--- src/rtl/nf10_axil_pkg.sv ---
// Shared types for the NF10 AXI4-Lite register master: response codes,
// FSM state encoding and the watchdog counter width.
package nf10_axil_pkg;

  localparam logic [1:0] RESP_OKAY   = 2'b00;
  localparam logic [1:0] RESP_SLVERR = 2'b10;
  localparam logic [1:0] RESP_DECERR = 2'b11;

  localparam int WDOG_W = 16;

  typedef enum logic [2:0] {
    ST_IDLE    = 3'd0,
    ST_WR      = 3'd1,
    ST_WR_RESP = 3'd2,
    ST_RD_ADDR = 3'd3,
    ST_RD_DATA = 3'd4,
    ST_RESP    = 3'd5
  } state_e;

  // States in which the transaction is waiting on the slave.
  function automatic logic is_wait_state(input state_e s);
    return (s == ST_WR) || (s == ST_WR_RESP) || (s == ST_RD_ADDR) || (s == ST_RD_DATA);
  endfunction

endpackage

--- src/rtl/axil_watchdog.sv ---
// Per-transaction watchdog: cleared at command accept, counts while enabled, expire is
// combinational on the final cycle (count == C_TIMEOUT-1); C_TIMEOUT=0 never expires.
module axil_watchdog #(
  parameter int C_TIMEOUT = 1024
) (
  input  logic i_clk,
  input  logic i_rst_n,
  input  logic i_clr,
  input  logic i_en,
  output logic o_expire
);
  import nf10_axil_pkg::*;

  localparam bit              LP_ACTIVE = (C_TIMEOUT != 0);
  localparam logic [WDOG_W-1:0] LP_LIMIT = LP_ACTIVE ? WDOG_W'(C_TIMEOUT - 1) : '0;

  logic [WDOG_W-1:0] r_cnt;

  always_ff @(posedge i_clk or negedge i_rst_n) begin
    if (!i_rst_n) begin
      r_cnt <= '0;
    end else if (i_clr) begin
      r_cnt <= '0;
    end else if (i_en && LP_ACTIVE) begin
      r_cnt <= r_cnt + 1'b1;
    end
  end

  assign o_expire = LP_ACTIVE && i_en && (r_cnt == LP_LIMIT);

endmodule

--- src/rtl/nf10_axi_lite_master.sv ---
// Single-outstanding AXI4-Lite master: one local command in, one response out; first VALID
// one cycle after accept; cmd_ready low until the response is taken; watchdog aborts stuck slaves.
module nf10_axi_lite_master #(
  parameter int C_M_AXI_DATA_WIDTH = 32,
  parameter int C_M_AXI_ADDR_WIDTH = 32,
  parameter int C_TIMEOUT          = 1024
) (
  input  logic                              M_AXI_ACLK,
  input  logic                              M_AXI_ARESETN,
  input  logic                              cmd_valid,
  output logic                              cmd_ready,
  input  logic                              cmd_rnw,
  input  logic [C_M_AXI_ADDR_WIDTH-1:0]     cmd_addr,
  input  logic [C_M_AXI_DATA_WIDTH-1:0]     cmd_wdata,
  input  logic [C_M_AXI_DATA_WIDTH/8-1:0]   cmd_wstrb,
  output logic                              rsp_valid,
  input  logic                              rsp_ready,
  output logic [C_M_AXI_DATA_WIDTH-1:0]     rsp_rdata,
  output logic [1:0]                        rsp_resp,
  output logic                              rsp_timeout,
  output logic [C_M_AXI_ADDR_WIDTH-1:0]     M_AXI_AWADDR,
  output logic                              M_AXI_AWVALID,
  input  logic                              M_AXI_AWREADY,
  output logic [C_M_AXI_DATA_WIDTH-1:0]     M_AXI_WDATA,
  output logic [C_M_AXI_DATA_WIDTH/8-1:0]   M_AXI_WSTRB,
  output logic                              M_AXI_WVALID,
  input  logic                              M_AXI_WREADY,
  input  logic [1:0]                        M_AXI_BRESP,
  input  logic                              M_AXI_BVALID,
  output logic                              M_AXI_BREADY,
  output logic [C_M_AXI_ADDR_WIDTH-1:0]     M_AXI_ARADDR,
  output logic                              M_AXI_ARVALID,
  input  logic                              M_AXI_ARREADY,
  input  logic [C_M_AXI_DATA_WIDTH-1:0]     M_AXI_RDATA,
  input  logic [1:0]                        M_AXI_RRESP,
  input  logic                              M_AXI_RVALID,
  output logic                              M_AXI_RREADY
);
  import nf10_axil_pkg::*;

  localparam int DW = C_M_AXI_DATA_WIDTH;
  localparam int AW = C_M_AXI_ADDR_WIDTH;
  localparam int SW = C_M_AXI_DATA_WIDTH / 8;

  state_e          r_state;
  logic            r_cmd_ready;
  logic [AW-1:0]   r_addr;
  logic [DW-1:0]   r_wdata;
  logic [SW-1:0]   r_wstrb;
  logic            r_awvalid;
  logic            r_wvalid;
  logic            r_aw_done;
  logic            r_w_done;
  logic            r_bready;
  logic            r_arvalid;
  logic            r_rready;
  logic            r_rsp_valid;
  logic [DW-1:0]   r_rsp_rdata;
  logic [1:0]      r_rsp_resp;
  logic            r_rsp_timeout;

  logic w_accept;
  logic w_aw_hs;
  logic w_w_hs;
  logic w_aw_fin;
  logic w_w_fin;
  logic w_wd_en;
  logic w_expire;
  logic w_progress;
  logic w_tmo;

  assign w_accept = (r_state == ST_IDLE) && r_cmd_ready && cmd_valid;
  assign w_aw_hs  = r_awvalid && M_AXI_AWREADY;
  assign w_w_hs   = r_wvalid && M_AXI_WREADY;
  assign w_aw_fin = r_aw_done || w_aw_hs;
  assign w_w_fin  = r_w_done || w_w_hs;
  assign w_wd_en  = is_wait_state(r_state);

  axil_watchdog #(
    .C_TIMEOUT (C_TIMEOUT)
  ) u_wdog (
    .i_clk    (M_AXI_ACLK),
    .i_rst_n  (M_AXI_ARESETN),
    .i_clr    (w_accept),
    .i_en     (w_wd_en),
    .o_expire (w_expire)
  );

  // The awaited handshake landing on the expiry cycle takes priority over the timeout.
  always_comb begin
    w_progress = 1'b0;
    case (r_state)
      ST_WR:      w_progress = w_aw_fin && w_w_fin;
      ST_WR_RESP: w_progress = M_AXI_BVALID;
      ST_RD_ADDR: w_progress = M_AXI_ARREADY;
      ST_RD_DATA: w_progress = M_AXI_RVALID;
      default:    w_progress = 1'b0;
    endcase
  end

  assign w_tmo = w_expire && !w_progress;

  always_ff @(posedge M_AXI_ACLK or negedge M_AXI_ARESETN) begin
    if (!M_AXI_ARESETN) begin
      r_state       <= ST_IDLE;
      r_cmd_ready   <= 1'b0;
      r_addr        <= '0;
      r_wdata       <= '0;
      r_wstrb       <= '0;
      r_awvalid     <= 1'b0;
      r_wvalid      <= 1'b0;
      r_aw_done     <= 1'b0;
      r_w_done      <= 1'b0;
      r_bready      <= 1'b0;
      r_arvalid     <= 1'b0;
      r_rready      <= 1'b0;
      r_rsp_valid   <= 1'b0;
      r_rsp_rdata   <= '0;
      r_rsp_resp    <= RESP_OKAY;
      r_rsp_timeout <= 1'b0;
    end else if (w_tmo) begin
      r_awvalid     <= 1'b0;
      r_wvalid      <= 1'b0;
      r_bready      <= 1'b0;
      r_arvalid     <= 1'b0;
      r_rready      <= 1'b0;
      r_rsp_valid   <= 1'b1;
      r_rsp_rdata   <= '0;
      r_rsp_resp    <= RESP_SLVERR;
      r_rsp_timeout <= 1'b1;
      r_state       <= ST_RESP;
    end else begin
      case (r_state)
        ST_IDLE: begin
          r_cmd_ready <= 1'b1;
          if (w_accept) begin
            r_cmd_ready   <= 1'b0;
            r_addr        <= cmd_addr;
            r_wdata       <= cmd_wdata;
            r_wstrb       <= cmd_wstrb;
            r_rsp_timeout <= 1'b0;
            if (cmd_rnw) begin
              r_arvalid <= 1'b1;
              r_state   <= ST_RD_ADDR;
            end else begin
              r_awvalid <= 1'b1;
              r_wvalid  <= 1'b1;
              r_aw_done <= 1'b0;
              r_w_done  <= 1'b0;
              r_state   <= ST_WR;
            end
          end
        end
        ST_WR: begin
          if (w_aw_hs) begin
            r_awvalid <= 1'b0;
            r_aw_done <= 1'b1;
          end
          if (w_w_hs) begin
            r_wvalid <= 1'b0;
            r_w_done <= 1'b1;
          end
          if (w_aw_fin && w_w_fin) begin
            r_bready <= 1'b1;
            r_state  <= ST_WR_RESP;
          end
        end
        ST_WR_RESP: begin
          if (M_AXI_BVALID) begin
            r_bready    <= 1'b0;
            r_rsp_rdata <= '0;
            r_rsp_resp  <= M_AXI_BRESP;
            r_rsp_valid <= 1'b1;
            r_state     <= ST_RESP;
          end
        end
        ST_RD_ADDR: begin
          if (M_AXI_ARREADY) begin
            r_arvalid <= 1'b0;
            r_rready  <= 1'b1;
            r_state   <= ST_RD_DATA;
          end
        end
        ST_RD_DATA: begin
          if (M_AXI_RVALID) begin
            r_rready    <= 1'b0;
            r_rsp_rdata <= M_AXI_RDATA;
            r_rsp_resp  <= M_AXI_RRESP;
            r_rsp_valid <= 1'b1;
            r_state     <= ST_RESP;
          end
        end
        ST_RESP: begin
          if (rsp_ready) begin
            r_rsp_valid <= 1'b0;
            r_cmd_ready <= 1'b1;
            r_state     <= ST_IDLE;
          end
        end
        default: r_state <= ST_IDLE;
      endcase
    end
  end

  assign cmd_ready     = r_cmd_ready;
  assign rsp_valid     = r_rsp_valid;
  assign rsp_rdata     = r_rsp_rdata;
  assign rsp_resp      = r_rsp_resp;
  assign rsp_timeout   = r_rsp_timeout;
  assign M_AXI_AWADDR  = r_addr;
  assign M_AXI_AWVALID = r_awvalid;
  assign M_AXI_WDATA   = r_wdata;
  assign M_AXI_WSTRB   = r_wstrb;
  assign M_AXI_WVALID  = r_wvalid;
  assign M_AXI_BREADY  = r_bready;
  assign M_AXI_ARADDR  = r_addr;
  assign M_AXI_ARVALID = r_arvalid;
  assign M_AXI_RREADY  = r_rready;

endmodule

--- config.mk ---
export PLATFORM = sky130hd
export DESIGN_NAME = nf10_axi_lite_master
export DESIGN_NICKNAME = d
export VERILOG_FILES = /design/src/rtl/nf10_axil_pkg.sv /design/src/rtl/axil_watchdog.sv /design/src/rtl/nf10_axi_lite_master.sv
export SDC_FILE = /design/constraint.sdc
export NUM_CORES = 1
export LEC_CHECK = 0
export CAP_MARGIN = 20
export CORE_UTILIZATION = 36
export DETAILED_ROUTE_END_ITERATION = 10
export GPL_ROUTABILITY_DRIVEN = 0
export HOLD_SLACK_MARGIN = 0.12
export PLACE_DENSITY = 0.75
export RECOVER_POWER = 100
export SLEW_MARGIN = 20
export SYNTH_ARGS = -nofsm -noshare
export SYNTH_HDL_FRONTEND = slang
export SYNTH_SLANG_ARGS = --single-unit
--- constraint.sdc ---
create_clock -name M_AXI_ACLK -period 2.6 [get_ports M_AXI_ACLK]
set_clock_uncertainty 0.15 [all_clocks]
set_input_delay 0.52 -clock M_AXI_ACLK [delete_from_list [all_inputs] [get_ports M_AXI_ACLK]]
set_output_delay 0.52 -clock M_AXI_ACLK [all_outputs]
set_load 0.02 [all_outputs]
**Yosys cells after proc, flatten, opt, wreduce, memory -nomap -nowiden**

Cells that the tools add are included.

- Register bits after elaboration: 131
- Output and inout bits: 142
- Logic and storage cells: 136

- $add $sub $neg: 1
- Equal/unequal tests: 21
- Multiplexer cells: 58
- Bitwise logic cells: 1
- Reductions and logical operators: 38

Operators with widths:

| operator | number |
|---|---|
| 2-to-1 mux 32 bit | 3 |
| case mux 32 bit (2 select lines) | 1 |
| 2-to-1 mux 16 bit | 2 |
| 2-to-1 mux 1 bit | 29 |
| inequality test 3 bit, second input constant | 8 |
| 2-to-1 mux 3 bit | 7 |
| case mux 3 bit (6 select lines) | 1 |
| adder 16 x 1 -> 16 bit, second input constant | 1 |
| == test 16 x 10 -> 1 bit, second input constant | 1 |
| case mux 1 bit (2 select lines) | 8 |
| AND reduction 4 bit | 4 |
| AND reduction 3 bit | 5 |
| nonzero test 3 bit | 5 |
| AND reduction 5 bit | 2 |
| nonzero test 2 bit | 5 |
| 2-to-1 mux 2 bit | 4 |
| inequality test 2 bit, second input constant | 4 |
| logical AND 1 bit | 7 |
| == test 3 x 2 -> 1 bit, second input constant | 2 |
| == test 3 bit, second input constant | 2 |
| inequality test 3 x 2 -> 1 bit, second input constant | 2 |
| AND reduction 6 bit | 1 |
| logical OR 1 bit | 5 |
| case mux 1 bit (4 select lines) | 1 |
| other kinds (9) | 9 |

**Logic depth before layout (Yosys ltp)**

- Depth in word-level cells: 8
- Gate-level depth with buffers: 8

**Cells and area by module**

From an unflattened synthesis, not the netlist that was laid out.

- Cell total of the unflattened synthesis: 507
- Area, all modules: 6,165.9 um^2

By module, submodules not included:

| module | instances | cells each | area each (um^2) | sequential area each (um^2) |
|---|---|---|---|---|
| nf10_axi_lite_master | 1 | 424 | 5,286.3 | 2,877.8 |
| axil_watchdog | 1 | 83 | 879.6 | 400.4 |

**Worst setup path before layout**

No wires, ideal clock.

- Path type: reg-to-reg
- Start: register u_wdog.r_cnt[0]
- End: register r_arvalid (netlist: M_AXI_ARVALID)
- Setup time: 121 ps
- Data arrival time: 1,789 ps
- Required time: 2,329 ps
- Setup slack: 539 ps
- Cell stages (with the launch flop): 8
- Period minus slack after synthesis: 2,061 ps
- Path through: dfrtp_1 > ha_1 > nand3_1 > or3_1 > clkbuf_1 > nor4_4 > buf_2 > nor2_1

- Word-level cells in the longest chain between the ends: 5
- Elaborated cells on any way between the ends: 9
- Classes of those cells: 4 x eq/ne; 1 x mux; 4 x reduce/logical

RTL lines:

| what | RTL line | source |
|---|---|---|
| from (decl) | axil_watchdog.sv:17 | `logic [WDOG_W-1:0] r_cnt;` |
| from (signal assigned) | axil_watchdog.sv:25 | `r_cnt <= r_cnt + 1'b1;` |
| == test 16 x 10 -> 1 bit * | axil_watchdog.sv:29 | `assign o_expire = LP_ACTIVE && i_en && (r_cnt == LP_LIMIT);` |
| logical AND 1 bit * | axil_watchdog.sv:29 |  |
| logical AND 1 bit * | nf10_axi_lite_master.sv:101 | `assign w_tmo = w_expire && !w_progress;` |
| inequality test 3 bit (no line) (tied with other cells) | n/a |  |
| AND reduction 4 bit (no line) | n/a |  |
| to (signal assigned) | nf10_axi_lite_master.sv:115 | `r_arvalid <= 1'b0;` |
| to (signal assigned) | nf10_axi_lite_master.sv:125 | `r_arvalid <= 1'b0;` |
| to (signal assigned) | nf10_axi_lite_master.sv:143 | `r_arvalid <= 1'b1;` |
| to (decl) | nf10_axi_lite_master.sv:55 | `logic r_arvalid;` |

Mark *: on every way between the ends. The rest lies on a longest branch, timed or not.
A chain may end at the register's enable or synchronous reset.

**Worst setup path in the final report**

- Start: register r_state[1]
- End: register r_rsp_rdata[9] (netlist: rsp_rdata[9])

- Word-level cells in the longest chain between the ends: 8
- Elaborated cells on any way between the ends: 17
- Classes of those cells: 6 x eq/ne; 3 x mux; 8 x reduce/logical

RTL lines:

| what | RTL line | source |
|---|---|---|
| from (decl) | nf10_axi_lite_master.sv:45 | `state_e r_state;` |
| from (signal assigned) | nf10_axi_lite_master.sv:105 | `r_state <= ST_IDLE;` |
| from (signal assigned) | nf10_axi_lite_master.sv:131 | `r_state <= ST_RESP;` |
| from (signal assigned) | nf10_axi_lite_master.sv:144 | `r_state <= ST_RD_ADDR;` |
| branches (longest 8 deep; another with case mux 1 bit (4 select lines)) | n/a |  |
| to (signal assigned) | nf10_axi_lite_master.sv:118 | `r_rsp_rdata <= '0;` |
| to (signal assigned) | nf10_axi_lite_master.sv:128 | `r_rsp_rdata <= '0;` |
| to (signal assigned) | nf10_axi_lite_master.sv:171 | `r_rsp_rdata <= '0;` |
| to (decl) | nf10_axi_lite_master.sv:58 | `logic [DW-1:0] r_rsp_rdata;` |

Parallel ways; which one is timed is not known.

==> results summary <==
The die covers 17,200 µm². The overall fraction of global-route tracks in use came out at 0.197. The initial utilization of the core area, before any placement, comes to 0.374. For this run, design rule violations remaining after detail routing come to 0. The number of pins with negative max-slew slack in the final report came out at 0. The share of async-settable or async-resettable flops after synthesis is 1.00. The number of design-rule violations left by the first detailed-router iteration is 325. The maximum buffer depth of the clock tree is 2. The leakage power figure is roughly 4.3 nW. The sum of internal, switching and leakage power came out at between 0.01 and 0.015 W. The post-route minimum period came out at 2.34 ns. Wires add up to approximately 16,000 µm. The total negative setup slack came out at 0 ns. The run finished with clean final reports. The core outline area is around 16,000 µm². The root buffer cell chosen for the clock tree is sky130_fd_sc_hd__clkbuf_16. The largest net degree at the start of global routing came out at 54. The initial antenna violation count came to 0. The sequential share of the synthesized area is 0.546. For the worst setup path, the data required time is 2.74 ns. The global-route wire length before repair is 26,700 µm.

The worst hold slack across all endpoints is between 0.3 and 0.4 ns. The clock-pin slew on the worst setup and hold paths is 0.06 ns. Buffers placed on the I/O ports in this run total 255. The power per cell area is 1150 nW/µm². TritonCTS built the clock tree. The launching instance or port of the critical path is r_state[1].

In the final routed layout, each cell accounts on average for about 15 µm. Summed over all instances, the cell type with the most area after synthesis is sky130_fd_sc_hd__dfrtp_1. For this run, the leading register cell type out of synthesis is sky130_fd_sc_hd__dfrtp_1. The number of max-cap violations came out at 0. The later pin in the worst-skew pair is clocked with a latency of 0.41 ns. The critical path is of the reg2reg type. The count of pins on the block boundary is 256. By instance count, the leading cell after synthesis is sky130_fd_sc_hd__nand2_1. The worst setup path is launched from a register.

The startpoint of the worst register-to-register path is r_state[1]. Timing would allow up to 0.427 GHz. The H-tree depth is 4. The final setup violation count came out at 0. STA classifies the critical path endpoint as a register. The clock buffer count from CTS came out at 17. After global routing the overflow that remains totals 0. The area added between synthesis and finish is 52.6%. The final hold violation count came out at 0. The fraction of layout cells with a size suffix above 1 came out at 0.0658.

The detailed-route via count is between 5,000 and 6,000. The via count of the first global-routing pass is 5,127. Dividing the synthesized area by the synthesized cell count gives 9.06 µm². Sorting the synthesized cells by area gives the leading types as sky130_fd_sc_hd__dfrtp_1, sky130_fd_sc_hd__nand2_1, sky130_fd_sc_hd__a21oi_1, sky130_fd_sc_hd__buf_4, sky130_fd_sc_hd__nand2b_1. The synthesized netlist contains 48 unique library cells. The cell count after synthesis came out at 662. The worst-case IR drop observed on VDD is 0.590 mV. The startpoint identified for the worst hold timing path is M_AXI_WDATA[1]. The average via count per standard cell came out at approximately 4.8.

The post-detailed-route count of antenna-violating nets came out at 0. The arrival time of data at the critical path endpoint came out at 2.49 ns. The buffer count from post-CTS setup fixing is 0. The first TritonRoute pass finished after 4 iterations.

The transition at the pin with the smallest max-transition slack is 0.975 ns. Setup repair after global routing left no endpoint under its margin. The estimated wirelength of the detail-placed design came out at roughly 11,000 µm.

The floorplan step set the die width to 131 µm. In the finished design, the share of the clock period the worst path needs comes to 0.901. Of all nets on the critical path, the largest fanout is 40. In this run the tightest slew margin relative to its limit is 0.350. For this run, the post-layout net count is 999. The path class of the tightest hold or removal check is reg2reg. The commonest cells after synthesis are sky130_fd_sc_hd__nand2_1, sky130_fd_sc_hd__dfrtp_1, sky130_fd_sc_hd__a21oi_1. 0 antenna diodes ended up in the layout. The floorplan has 46 rows.

The total nets after synthesis came out at 777. The mapped cell area came out at 6000 µm². The area fraction of the dominant cell type after synthesis came out at 0.546. The sink count of the clock tree is 131.

The count of flip-flops with a built-in enable after synthesis is 0. The number of synthesized register bits is ~130. The die span in y is 131 µm. For this run, the number of Yosys warnings is 0.
[area by class of cell]
class | instances | area, µm²
tap | 216 | 270
sequential | 131 | 3280
fill | 1385 | 6900
multi-input combinational | 454 | 2270
clock buffer | 19 | 443
inverter | 4 | 15.0
timing repair buffer | 276 | 2760
clock inverter | 13 | 123
[where the power goes]
group	switching [W]	leakage, nW	total, W	internal, W
clock network	0.000939	0.267	0.00229	0.00135
registers	0.000556	1.68	0.00337	0.00282
logic	0.00275	2.30	0.00485	0.00210
[cells by family after synthesis]
group | Yosys count | synth area share
simple gates | 361 | 0.280
flops | 131 | 0.546
compound gates | 82 | 0.0817
buf+inv | 77 | 0.0749
xor+xnor | 7 | 0.0102
mux | 3 | 0.00521
fa+ha+maj | 1 | 0.00208
[critical path: stages (launching register included)]
cell,delay [ns]
sky130_fd_sc_hd__dfrtp_1,0.72
sky130_fd_sc_hd__nor4b_1,0.51
sky130_fd_sc_hd__a211oi_1,0.15
sky130_fd_sc_hd__nor4_4,0.33
sky130_fd_sc_hd__buf_12,0.25
sky130_fd_sc_hd__a21oi_1,0.07
[worst paths after layout]
check,slack (ns),depth (start not counted),end
worst max-delay path,0.26,5,rsp_rdata[9]
worst min-delay path,0.32,2,M_AXI_WDATA[1]
worst max register to register,0.26,5,rsp_rdata[9]
worst min register to register,0.32,2,M_AXI_WDATA[1]
max in group asynchronous,0.46,3,M_AXI_ARADDR[21]
min in group asynchronous,0.67,2,M_AXI_WDATA[14]
[through the flow]
stage / setup WS [ns] / cell area, µm² / cells / utilization
after floorplan: 0.539 / 6000 / 662 / -
final: 0.257 / 9160 / 1113 / 0.570
after detailed placement: 0.110 / 8630 / 1080 / 0.537
after global routing: 0.146 / 9160 / 1113 / 0.570
after CTS: 0.353 / 9200 / 1113 / 0.573
after global placement: 0.132 / 8630 / 1080 / 0.537
[layout by cell type, fill, tap and decap left out, types with 2 or more instances in the layout]
master	netlist	final
sky130_fd_sc_hd__clkinvlp_4	0	4
sky130_fd_sc_hd__o21a_1	2	2
sky130_fd_sc_hd__clkbuf_16	0	17
sky130_fd_sc_hd__a21oi_1	50	49
sky130_fd_sc_hd__buf_4	33	11
sky130_fd_sc_hd__nand4_1	5	5
sky130_fd_sc_hd__xnor2_1	7	7
sky130_fd_sc_hd__clkbuf_2	0	3
sky130_fd_sc_hd__o31ai_1	4	4
sky130_fd_sc_hd__inv_6	0	5
sky130_fd_sc_hd__o311ai_0	2	2
sky130_fd_sc_hd__or4_1	6	6
sky130_fd_sc_hd__o21ai_0	9	9
sky130_fd_sc_hd__nor2_1	18	18
sky130_fd_sc_hd__or2_2	2	2
sky130_fd_sc_hd__nand2_1	220	219
sky130_fd_sc_hd__nor4b_1	1	2
sky130_fd_sc_hd__clkbuf_1	19	3
sky130_fd_sc_hd__nor2b_1	5	5
sky130_fd_sc_hd__clkdlybuf4s50_1	0	112
sky130_fd_sc_hd__dlygate4sd3_1	0	143
sky130_fd_sc_hd__buf_12	0	5
sky130_fd_sc_hd__a211oi_1	3	3
sky130_fd_sc_hd__nand3b_1	4	4
sky130_fd_sc_hd__nor3_1	7	7
sky130_fd_sc_hd__inv_1	4	4
sky130_fd_sc_hd__nor3b_1	3	3
sky130_fd_sc_hd__a31oi_1	2	2
sky130_fd_sc_hd__o211ai_1	2	2
sky130_fd_sc_hd__nand2b_1	32	32
sky130_fd_sc_hd__clkinv_2	0	2
sky130_fd_sc_hd__or3_1	5	5
sky130_fd_sc_hd__nor4_1	5	5
sky130_fd_sc_hd__dfrtp_1	131	131
sky130_fd_sc_hd__a21o_1	2	2
sky130_fd_sc_hd__nand3_1	38	38
sky130_fd_sc_hd__nor4b_2	3	2
sky130_fd_sc_hd__mux2i_1	2	2
[state kept, by name, summed over array words and instances (netlist names), 2 cells and up]
register,cells
r_state,3
u_wdog.r_cnt,16
M_AXI_ARADDR,32
M_AXI_WSTRB,4
M_AXI_WDATA,32
rsp_resp,2
rsp_rdata,32
[what timing repair did]
action / 4_1_cts / 5_1_grt
resized for setup: 0 / 0
endpoints found under the hold margin: 35 / 0
hold buffers: 1 / 0
setup endpoints to repair: 0 / 0
[routing by layer]
metal | share of wire | wire [µm] | global-route usage
met3 | 0.074 | 1220 | 0.0671
met2 | 0.48 | 7910 | 0.320
met4 | 0.0091 | 149 | 0.0608
met5 | 0 | 0 | 0
met1 | 0.44 | 7180 | 0.245
Power figures use the tool's default switching activity.
